### src/rtl/apb_pkg.sv
// Shared APB definitions: FSM state encoding common to requester and completer,
// plus the timer register map.
package apb_pkg;

    typedef enum logic [1:0] {
        IDLE   = 2'd0,
        SETUP  = 2'd1,
        ACCESS = 2'd2
    } apb_state_e;

    localparam logic [7:0] TDR_ADDR  = 8'h00;
    localparam logic [7:0] TCR_ADDR  = 8'h01;
    localparam logic [7:0] TSR_ADDR  = 8'h02;
    localparam logic [7:0] TCR_WMASK = 8'hB3;

endpackage

### src/rtl/apb_master_if.sv
// Command/response port and APB bus of the requester, bundled together.
interface apb_master_if #(
    parameter int unsigned ADDR_W = 8,
    parameter int unsigned DATA_W = 8
);
    logic              cmd_valid;
    logic              cmd_ready;
    logic              cmd_write;
    logic [ADDR_W-1:0] cmd_addr;
    logic [DATA_W-1:0] cmd_wdata;
    logic              rsp_valid;
    logic [DATA_W-1:0] rsp_rdata;
    logic              rsp_slverr;
    logic              rsp_timeout;
    logic              psel;
    logic              penable;
    logic              pwrite;
    logic [ADDR_W-1:0] paddr;
    logic [DATA_W-1:0] pwdata;
    logic [DATA_W-1:0] prdata;
    logic              pready;
    logic              pslverr;

    modport master (
        input  cmd_valid, cmd_write, cmd_addr, cmd_wdata, prdata, pready, pslverr,
        output cmd_ready, rsp_valid, rsp_rdata, rsp_slverr, rsp_timeout,
               psel, penable, pwrite, paddr, pwdata
    );

    modport slave (
        output cmd_valid, cmd_write, cmd_addr, cmd_wdata, prdata, pready, pslverr,
        input  cmd_ready, rsp_valid, rsp_rdata, rsp_slverr, rsp_timeout,
               psel, penable, pwrite, paddr, pwdata
    );
endinterface

### src/rtl/apb_timeout_counter.sv
// Saturating ACCESS-cycle counter; expired flags the cycle whose edge
// would bring the count up to TIMEOUT.
module apb_timeout_counter #(
    parameter int unsigned TIMEOUT = 16
) (
    input  logic clk,
    input  logic rst_n,
    input  logic clear,
    input  logic enable,
    output logic expired
);
    localparam int unsigned    CW    = $clog2(TIMEOUT + 1);
    localparam logic [CW-1:0]  LIMIT = CW'(TIMEOUT);

    logic [CW-1:0] count_q;

    always_ff @(posedge clk) begin
        if (!rst_n || clear) begin
            count_q <= '0;
        end else if (enable && count_q != LIMIT) begin
            count_q <= count_q + CW'(1);
        end
    end

    assign expired = enable && (count_q == LIMIT - CW'(1));
endmodule

### src/rtl/apb_master.sv
// Single-outstanding APB requester: one command in, one SETUP/ACCESS transfer,
// one response out, with a bounded wait on pready.
module apb_master
    import apb_pkg::*;
#(
    parameter int unsigned ADDR_W  = 8,
    parameter int unsigned DATA_W  = 8,
    parameter int unsigned TIMEOUT = 16
) (
    input  logic         clk,
    input  logic         rst_n,
    apb_master_if.master bus
);
    apb_state_e state_q, state_d;

    logic              accept, done, abort, expired;
    logic              pwrite_q;
    logic [ADDR_W-1:0] paddr_q;
    logic [DATA_W-1:0] pwdata_q;
    logic              rsp_valid_q, rsp_slverr_q, rsp_timeout_q;
    logic [DATA_W-1:0] rsp_rdata_q;

    always_comb begin
        state_d       = state_q;
        accept        = 1'b0;
        done          = 1'b0;
        abort         = 1'b0;
        bus.psel      = 1'b0;
        bus.penable   = 1'b0;
        bus.cmd_ready = 1'b0;
        unique case (state_q)
            IDLE: begin
                bus.cmd_ready = 1'b1;
                if (bus.cmd_valid) begin
                    accept  = 1'b1;
                    state_d = SETUP;
                end
            end
            SETUP: begin
                bus.psel = 1'b1;
                state_d  = ACCESS;
            end
            ACCESS: begin
                bus.psel    = 1'b1;
                bus.penable = 1'b1;
                // pready wins over a timeout expiring in the same cycle
                if (bus.pready) begin
                    done    = 1'b1;
                    state_d = IDLE;
                end else if (expired) begin
                    abort   = 1'b1;
                    state_d = IDLE;
                end
            end
            default: state_d = IDLE;
        endcase
    end

    always_ff @(posedge clk) begin
        if (!rst_n) state_q <= IDLE;
        else        state_q <= state_d;
    end

    always_ff @(posedge clk) begin
        if (!rst_n) begin
            pwrite_q      <= 1'b0;
            paddr_q       <= '0;
            pwdata_q      <= '0;
            rsp_valid_q   <= 1'b0;
            rsp_rdata_q   <= '0;
            rsp_slverr_q  <= 1'b0;
            rsp_timeout_q <= 1'b0;
        end else begin
            rsp_valid_q <= done | abort;
            if (accept) begin
                pwrite_q <= bus.cmd_write;
                paddr_q  <= bus.cmd_addr;
                pwdata_q <= bus.cmd_wdata;
            end
            if (done) begin
                rsp_rdata_q   <= pwrite_q ? '0 : bus.prdata;
                rsp_slverr_q  <= bus.pslverr;
                rsp_timeout_q <= 1'b0;
            end else if (abort) begin
                rsp_rdata_q   <= '0;
                rsp_slverr_q  <= 1'b1;
                rsp_timeout_q <= 1'b1;
            end
        end
    end

    apb_timeout_counter #(
        .TIMEOUT(TIMEOUT)
    ) u_timeout (
        .clk    (clk),
        .rst_n  (rst_n),
        .clear  (state_q == SETUP),
        .enable (state_q == ACCESS),
        .expired(expired)
    );

    assign bus.pwrite      = pwrite_q;
    assign bus.paddr       = paddr_q;
    assign bus.pwdata      = pwdata_q;
    assign bus.rsp_valid   = rsp_valid_q;
    assign bus.rsp_rdata   = rsp_rdata_q;
    assign bus.rsp_slverr  = rsp_slverr_q;
    assign bus.rsp_timeout = rsp_timeout_q;
endmodule
### src/flat_wrapper.sv
// flat-port wrapper written by rule: the top's interface ports become plain ports
module apb_master_flat import apb_pkg::*;
#(
    parameter int unsigned ADDR_W  = 8,
    parameter int unsigned DATA_W  = 8,
    parameter int unsigned TIMEOUT = 16
)
  (clk, rst_n, bus_cmd_valid, bus_cmd_write, bus_cmd_addr, bus_cmd_wdata, bus_prdata, bus_pready, bus_pslverr, bus_cmd_ready, bus_rsp_valid, bus_rsp_rdata, bus_rsp_slverr, bus_rsp_timeout, bus_psel, bus_penable, bus_pwrite, bus_paddr, bus_pwdata);
  apb_master_if #(.ADDR_W(ADDR_W), .DATA_W(DATA_W)) bus_i ();
  input  logic clk;
  input  logic rst_n;
  input wire logic [$bits(bus_i.cmd_valid)-1:0] bus_cmd_valid;
  input wire logic [$bits(bus_i.cmd_write)-1:0] bus_cmd_write;
  input wire logic [$bits(bus_i.cmd_addr)-1:0] bus_cmd_addr;
  input wire logic [$bits(bus_i.cmd_wdata)-1:0] bus_cmd_wdata;
  input wire logic [$bits(bus_i.prdata)-1:0] bus_prdata;
  input wire logic [$bits(bus_i.pready)-1:0] bus_pready;
  input wire logic [$bits(bus_i.pslverr)-1:0] bus_pslverr;
  output wire logic [$bits(bus_i.cmd_ready)-1:0] bus_cmd_ready;
  output wire logic [$bits(bus_i.rsp_valid)-1:0] bus_rsp_valid;
  output wire logic [$bits(bus_i.rsp_rdata)-1:0] bus_rsp_rdata;
  output wire logic [$bits(bus_i.rsp_slverr)-1:0] bus_rsp_slverr;
  output wire logic [$bits(bus_i.rsp_timeout)-1:0] bus_rsp_timeout;
  output wire logic [$bits(bus_i.psel)-1:0] bus_psel;
  output wire logic [$bits(bus_i.penable)-1:0] bus_penable;
  output wire logic [$bits(bus_i.pwrite)-1:0] bus_pwrite;
  output wire logic [$bits(bus_i.paddr)-1:0] bus_paddr;
  output wire logic [$bits(bus_i.pwdata)-1:0] bus_pwdata;
  assign bus_i.cmd_valid = bus_cmd_valid;
  assign bus_i.cmd_write = bus_cmd_write;
  assign bus_i.cmd_addr = bus_cmd_addr;
  assign bus_i.cmd_wdata = bus_cmd_wdata;
  assign bus_i.prdata = bus_prdata;
  assign bus_i.pready = bus_pready;
  assign bus_i.pslverr = bus_pslverr;
  assign bus_cmd_ready = bus_i.cmd_ready;
  assign bus_rsp_valid = bus_i.rsp_valid;
  assign bus_rsp_rdata = bus_i.rsp_rdata;
  assign bus_rsp_slverr = bus_i.rsp_slverr;
  assign bus_rsp_timeout = bus_i.rsp_timeout;
  assign bus_psel = bus_i.psel;
  assign bus_penable = bus_i.penable;
  assign bus_pwrite = bus_i.pwrite;
  assign bus_paddr = bus_i.paddr;
  assign bus_pwdata = bus_i.pwdata;
  apb_master #(.ADDR_W(ADDR_W), .DATA_W(DATA_W), .TIMEOUT(TIMEOUT)) u_core (.clk(clk), .rst_n(rst_n), .bus(bus_i));
endmodule
### config.mk
export PLATFORM = sky130hd
export DESIGN_NAME = apb_master_flat
export DESIGN_NICKNAME = d
export VERILOG_FILES = /design/src/rtl/apb_pkg.sv /design/src/rtl/apb_master_if.sv /design/src/rtl/apb_timeout_counter.sv /design/src/rtl/apb_master.sv /design/src/flat_wrapper.sv
export SDC_FILE = /design/constraint.sdc
export NUM_CORES = 1
export LEC_CHECK = 0
export CAP_MARGIN = 20
export CORE_MARGIN = 4
export CORE_UTILIZATION = 38
export DETAILED_ROUTE_END_ITERATION = 8
export GPL_TIMING_DRIVEN = 0
export HOLD_SLACK_MARGIN = 0.1
export PLACE_DENSITY_LB_ADDON = 0.05
export SYNTH_ARGS = -nofsm -noshare
export SYNTH_HDL_FRONTEND = slang
export SYNTH_HIERARCHICAL = 1
export SYNTH_SLANG_ARGS = --single-unit
### constraint.sdc
create_clock -name clk -period 1.6 [get_ports clk]
set_input_delay 0.32 -clock clk [delete_from_list [all_inputs] [get_ports clk]]
set_output_delay 0.32 -clock clk [all_outputs]
set_load 0.01 [all_outputs]
==> results of run 1 <==
[timing repair]
action                     4_1_cts  5_1_grt
hold endpoints to repair         0        0
resized for setup               18        7
pin swaps                        1        4
setup buffers                    0        2
setup endpoints to repair       15       13
[cell families (layout without fill, tap and decap cells)]
| group | count (synthesis) | in the layout | synth area share |
|---|---|---|---|
| flops | 35 | 35 | 0.487 |
| fa+ha+maj | 7 | 7 | 0.0608 |
| buf+inv | 12 | 82 | 0.0539 |
| simple gates | 59 | 59 | 0.209 |
| compound gates | 35 | 35 | 0.156 |
| xor+xnor | 2 | 2 | 0.0122 |
| mux | 3 | 3 | 0.0209 |
[power breakdown]
group          leakage (nW)  internal (mW)  switching, mW
Clock                0.0422          0.305          0.299
Combinational         0.549          0.224          0.178
Sequential            0.287          0.918         0.0298
Total                 0.879           1.45          0.506
[critical path, stage by stage, from the launching register on]
cell,delay [ns]
dfxtp_2,0.37
ha_4,0.14
and3_4,0.19
ha_4,0.12
and2_4,0.16
nand2_4,0.05
o211a_4,0.28
a22o_1,0.20
[routing by layer]
metal / part of all wire / up-vias
met1: 0.42 / 574
li1: - / 652
met3: 0.067 / 7
met2: 0.49 / 37
met4: 0.022 / 0
met5: 0 / -
[cell usage in the layout, fill, tap and decap left out, drive strengths merged]
cell type,netlist,layout
clkinv,0,1
nor2,2,2
and3,1,1
nand2,46,46
a21oi,19,19
inv,7,7
nor3b,1,1
nand4,1,1
ha,7,7
o211a,2,2
nor3,1,1
xor2,2,2
dfxtp,35,35
clkdlybuf4s15,0,1
nand3b,1,1
nand3,1,1
and2b,1,1
o221a,1,1
a31oi,1,1
nand4bb,1,1
o2bb2ai,1,1
clkbuf,0,7
a22o,7,7
and2,3,3
a211oi,1,1
clkdlybuf4s50,0,56
buf,5,8
dlygate4sd2,0,2
mux2i,3,3
o21ai,3,3
[cell type report]
| type | count | area (um^2) |
|---|---|---|
| Buffer | 5 | 48.8 |
| Clock buffer | 7 | 76.3 |
| Clock inverter | 1 | 5.00 |
| Fill cell | 333 | 1400 |
| Inverter | 7 | 28.8 |
| Multi-Input combinational cell | 106 | 728 |
| Sequential cell | 35 | 707 |
| Tap cell | 48 | 60.1 |
| Timing Repair Buffer | 62 | 608 |
[sequential cells by signal (all words and copies together) (netlist names)]
name and flops:
u_core/bus.paddr 8, u_core/bus.pwdata 8, u_core/bus.rsp_rdata 8, u_core/u_timeout/count_q 5, u_core/state_q 2, u_core/bus.pwrite 1, u_core/bus.rsp_slverr 1, u_core/bus.rsp_timeout 1
u_core/bus.rsp_valid 1
[synth_stat cells, types with 2 or more instances]
cell / instances
nand2_1: 43
dfxtp_1: 35
a21oi_1: 19
a22o_1: 7
ha_1: 7
inv_1: 6
and2_1: 3
mux2i_1: 3
o21ai_0: 3
buf_2: 2
nand2_2: 2
xor2_1: 2
[per-stage QoR]
step                hold WS (ns)  cells
global route               0.474    271
global placement           0.442    261
CTS                        0.458    269
finish                     0.455    271
floorplan                  0.420    153
detailed placement         0.449    261
[path summary, 6_finish.rpt]
check,to,startpoint,depth (start not counted)
worst max-delay path,u_core/bus.rsp_rdata[1],u_core/u_timeout/count_q[0],7
worst min-delay path,u_core/bus.pwdata[1],u_core/bus.pwdata[1],2
worst max register to register,u_core/bus.rsp_rdata[1],u_core/u_timeout/count_q[0],7
worst min register to register,u_core/bus.pwdata[1],u_core/bus.pwdata[1],2
==> flow_metrics.env, run 1 <==
export IMPL_worst_slew_pin_transition_ns=0.292
export IMPL_routed_wl_um=3550
export IMPL_ys_flop_type="dfxtp_1"
export IMPL_via_per_inst=4.69
export IMPL_timing_fmax_mhz=620
export IMPL_startpoint_type="flop"
export IMPL_cts_htree_levels=2
export IMPL_grt_overflow_total=0
export IMPL_rrSetupSlack_ns=-0.01
export IMPL_synth_area_per_cell_um2=9.41
export IMPL_antenna_left=0
export IMPL_cts_sinks=35
export IMPL_gp_congestion=0.746
export IMPL_cp_end_kind="flop"
export IMPL_yosys_area_top_type_share=0.487
export IMPL_cts_tree="built"
export IMPL_period_share=1.01
export IMPL_dpl_cell_area_um2=2110
export IMPL_grt_max_degree=12
export IMPL_die_area_um2=4840
export IMPL_syn_nets=190
export IMPL_worstPathRequired_ns=1.78
export IMPL_hold_violations=0
export IMPL_finalPower_mw=1.95
export IMPL_synth_edf_count=0
export IMPL_grt_busiest_layer="met2"
export IMPL_n_antenna_cell=0
export IMPL_cts_hold_buffers=0
export IMPL_initial_core_util=0.393
export IMPL_pwr_density_cell_nw_per_um2=864
export IMPL_synth_top_area_cell="dfxtp_1"
export IMPL_drt_pre_antenna_iters=4
export IMPL_setup_ws_ns=-0.0134
export IMPL_place_ws_ns=-0.152
export IMPL_fin_nets=259
export IMPL_finClkSkew_ns=0.00282
export IMPL_finalSetupViolCount=2
export IMPL_synth_area_leaders="dfxtp_1 (49%), nand2_1 (11%), a21oi_1 (6.6%), ha_1 (6.1%), a22o_1 (4.3%)"
export IMPL_violations="setup timing"
export IMPL_yosysWarningCount=6
export IMPL_synthToLayoutAreaGrowth_pct=57.1
export IMPL_grt_use_met3=0.0623
export IMPL_vias=1270
export IMPL_slew_headroom=0.805
export IMPL_min_period_ns=1.61
export IMPL_drv_cap=0
export IMPL_drive_gt1_frac=0.161
export IMPL_die_x_um=69.6
export IMPL_drc_errors=0
export IMPL_track_usage=0.147
export IMPL_root_buffer="clkbuf_8"
export IMPL_finalInstanceArea_um2=2260
export IMPL_maxSlewViolCount=0
export IMPL_ir_drop_mv=0.616
export IMPL_ys_ff_latch=35
export IMPL_port_buffers=60
export IMPL_worstHoldPathType="reg -> reg"
export IMPL_clk_latency_ns=0.28
export IMPL_path_class="reg -> reg"
export IMPL_pin_count=61
export IMPL_arrival_ns=1.79
export IMPL_setup_tns_ns=-0.0225
export IMPL_post_drt_wl_per_cell_um=13.1
export IMPL_grtUsageMet2=0.254
export IMPL_rsz0062_at_grt="true"
export IMPL_path_clk_slew_ns=0.07
export IMPL_outcome="finished, violations left"
export IMPL_antenna_found_initial=0
export IMPL_core_area_um2=3660
export IMPL_grtUsageMet1=0.146
export IMPL_drt_iter0_markers=51
export IMPL_grt_pass1_wl_um=5620
export IMPL_netlist_area_um2=1440
export IMPL_critPathMaxFanout=8
export IMPL_p_leak_nw=0.879
export IMPL_ys_types=33
export IMPL_rows=22
export IMPL_ys_seq_area_frac=0.487
export IMPL_async_reset_ff_frac=0
export IMPL_dpl_hpwl_um=2610
export IMPL_netlist_instances=153
export IMPL_cts_buffers=5
export IMPL_die_h_um=69.6
export IMPL_final_core_util=0.618
export IMPL_first_global_vias=1257
export IMPL_cts_max_path_buffers=2
Note: power is estimated with default switching activity, not from simulation.
==> inputs of run 2 (changes only) <==
--- a/config.mk
+++ b/config.mk
@@ -10,7 +10,7 @@
 export CORE_UTILIZATION = 38
 export DETAILED_ROUTE_END_ITERATION = 8
 export GPL_TIMING_DRIVEN = 0
-export HOLD_SLACK_MARGIN = 0.1
+export HOLD_SLACK_MARGIN = 0.02
 export PLACE_DENSITY_LB_ADDON = 0.05
 export SYNTH_ARGS = -nofsm -noshare
 export SYNTH_HDL_FRONTEND = slang
==> results of run 2 <==
Same layout as run 1: the final DEF is identical, and so are final timing and power.
==> inputs of run 3 (changes only) <==
--- a/config.mk
+++ b/config.mk
@@ -8,7 +8,9 @@
 export CAP_MARGIN = 20
 export CORE_MARGIN = 4
 export CORE_UTILIZATION = 38
+export CTS_BUF_LIST = sky130_fd_sc_hd__clkbuf_16
 export DETAILED_ROUTE_END_ITERATION = 8
+export GPL_ROUTABILITY_DRIVEN = 0
 export GPL_TIMING_DRIVEN = 0
 export HOLD_SLACK_MARGIN = 0.02
 export PLACE_DENSITY_LB_ADDON = 0.05
==> run 3 against run 2 <==
  * The flow now finishes without violations
  * Die area did not move
  * Clock skew barely moved
  * Clock power rose by 48%
  * Sequential power barely moved
  * Sequential share of layout area fell by 0.76 points
  * Non-clock buffer count did not move
  * Flip-flop and latch count did not move
==> flow_metrics.env, run 3 (synthesis results as in run 1) <==
export IMPL_worst_slew_pin_transition_ns=0.298
export IMPL_rows=22
export IMPL_root_buffer="clkbuf_16"
export IMPL_slew_headroom=0.801
export IMPL_timing_fmax_mhz=629
export IMPL_final_common_cell="clkdlybuf4s50_1"
export IMPL_die_h_um=69.6
export IMPL_fin_nets=259
export IMPL_crit_chain="ha_4 > and3_4 > ha_4 > and2_4 > nand2_4 > o211a_4 > a22o_1"
export IMPL_drc_errors=0
export IMPL_clk_latency_ns=0.28
export IMPL_crit_buf_inv=0
export IMPL_dpl_hpwl_um=2610
export IMPL_drv_cap=0
export IMPL_final_core_util=0.633
export IMPL_grt_max_degree=12
export IMPL_cts_hold_buffers=0
export IMPL_finalPower_mw=2.24
export IMPL_drive_gt1_frac=0.161
export IMPL_via_per_inst=4.71
export IMPL_cts_htree_levels=2
export IMPL_maxSlewViolCount=0
export IMPL_vias=1276
export IMPL_antenna_found_initial=0
export IMPL_min_period_ns=1.59
export IMPL_drt_iter0_markers=71
export IMPL_dpl_cell_area_um2=2110
export IMPL_setup_tns_ns=0
export IMPL_ir_drop_mv=0.654
export IMPL_antenna_left=0
export IMPL_cts_buffers=5
export IMPL_initial_core_util=0.393
export IMPL_cts_tree="built"
export IMPL_die_area_um2=4840
export IMPL_mostFrequentLayoutCells="clkdlybuf4s50_1 (56), nand2_1 (42), dfxtp_1 (32), a21oi_1 (19)"
export IMPL_outcome="finished clean"
export IMPL_cts_sinks=35
export IMPL_rsz0062_at_grt="true"
export IMPL_critPathTopFamily="compound AO/OA/AOI/OAI gates"
export IMPL_arrival_ns=1.75
export IMPL_pwr_density_cell_nw_per_um2=967
export IMPL_finalSetupViolCount=0
export IMPL_p_leak_nw=0.912
export IMPL_finClkSkew_ns=0.00308
export IMPL_pin_count=61
export IMPL_critPathMaxFanout=8
export IMPL_timing_hold_ws_ns=0.453
export IMPL_finalInstanceArea_um2=2320
export IMPL_worstPathRequired_ns=1.77
export IMPL_critPathMaxStageDelay_ns=0.36
export IMPL_startpoint_type="flop"
export IMPL_grt_pass1_wl_um=5670
export IMPL_first_global_vias=1263
export IMPL_grt_overflow_total=0
export IMPL_drt_pre_antenna_iters=4
export IMPL_die_x_um=69.6
export IMPL_hold_violations=0
export IMPL_crit_slowest_cell="dfxtp_2"
export IMPL_post_drt_wl_per_cell_um=13.1
export IMPL_track_usage=0.150
export IMPL_path_class="reg -> reg"
export IMPL_core_area_um2=3660
export IMPL_path_clk_slew_ns=0.05
export IMPL_n_antenna_cell=0
export IMPL_period_share=0.993
export IMPL_cp_end_kind="flop"
export IMPL_routed_wl_um=3550
export IMPL_synthToLayoutAreaGrowth_pct=61.0
export IMPL_cts_max_path_buffers=2
export IMPL_cpMostUsedCell="ha_4"
export IMPL_port_buffers=60
export IMPL_worstHoldPathType="reg -> reg"
## run 3: layout make-up
class	count	area [um^2]
repair buffers	62	608
flip-flops and latches	35	707
clock inverters	3	12.5
clock buffers	5	125
fillers	325	1340
inverters	7	28.8
multi-input cells	106	728
well taps	48	60.1
plain buffers	5	48.8
## run 3: per-stage QoR
stage / worst slack (ns) / cells
6_report: 0.0111 / 271
3_3_place_gp: -0.106 / 261
5_1_grt: -0.0523 / 271
2_1_floorplan: 0.00504 / 153
3_5_place_dp: -0.152 / 261
4_1_cts: -0.0242 / 269
## run 3: tightest hold or removal path, stage by stage, from the launching register on
cell     delay (ns)
dfxtp_1        0.30
nand2_1        0.05
a21oi_1        0.05
## run 3: worst paths after layout
kind                            cells after the start                 endpoint  slack, ns                        start
worst max register to register                      7  u_core/bus.rsp_rdata[1]       0.01  u_core/u_timeout/count_q[0]
worst min-delay path                                2     u_core/bus.pwdata[1]       0.45         u_core/bus.pwdata[1]
worst min register to register                      2     u_core/bus.pwdata[1]       0.45         u_core/bus.pwdata[1]
worst max-delay path                                7  u_core/bus.rsp_rdata[1]       0.01  u_core/u_timeout/count_q[0]
## run 3: routing by layer
layer / track usage / vias up / part of all wire
met5: 0 / - / 0
met4: 0.0933 / 0 / 0.021
met3: 0.0623 / 7 / 0.071
met2: 0.257 / 40 / 0.50
met1: 0.147 / 575 / 0.41
li1: - / 654 / -
## run 3: power by group
group	switching, mW	leakage [nW]	internal [mW]	total, mW
sequential	0.0295	0.287	0.920	0.950
clock	0.332	0.0762	0.561	0.893
combinational	0.177	0.549	0.223	0.400
## run 3: what timing repair did
action | in CTS | in global routing
setup buffers | 0 | 2
pin swaps | 1 | 3
setup endpoints to repair | 15 | 12
resized for setup | 17 | 8
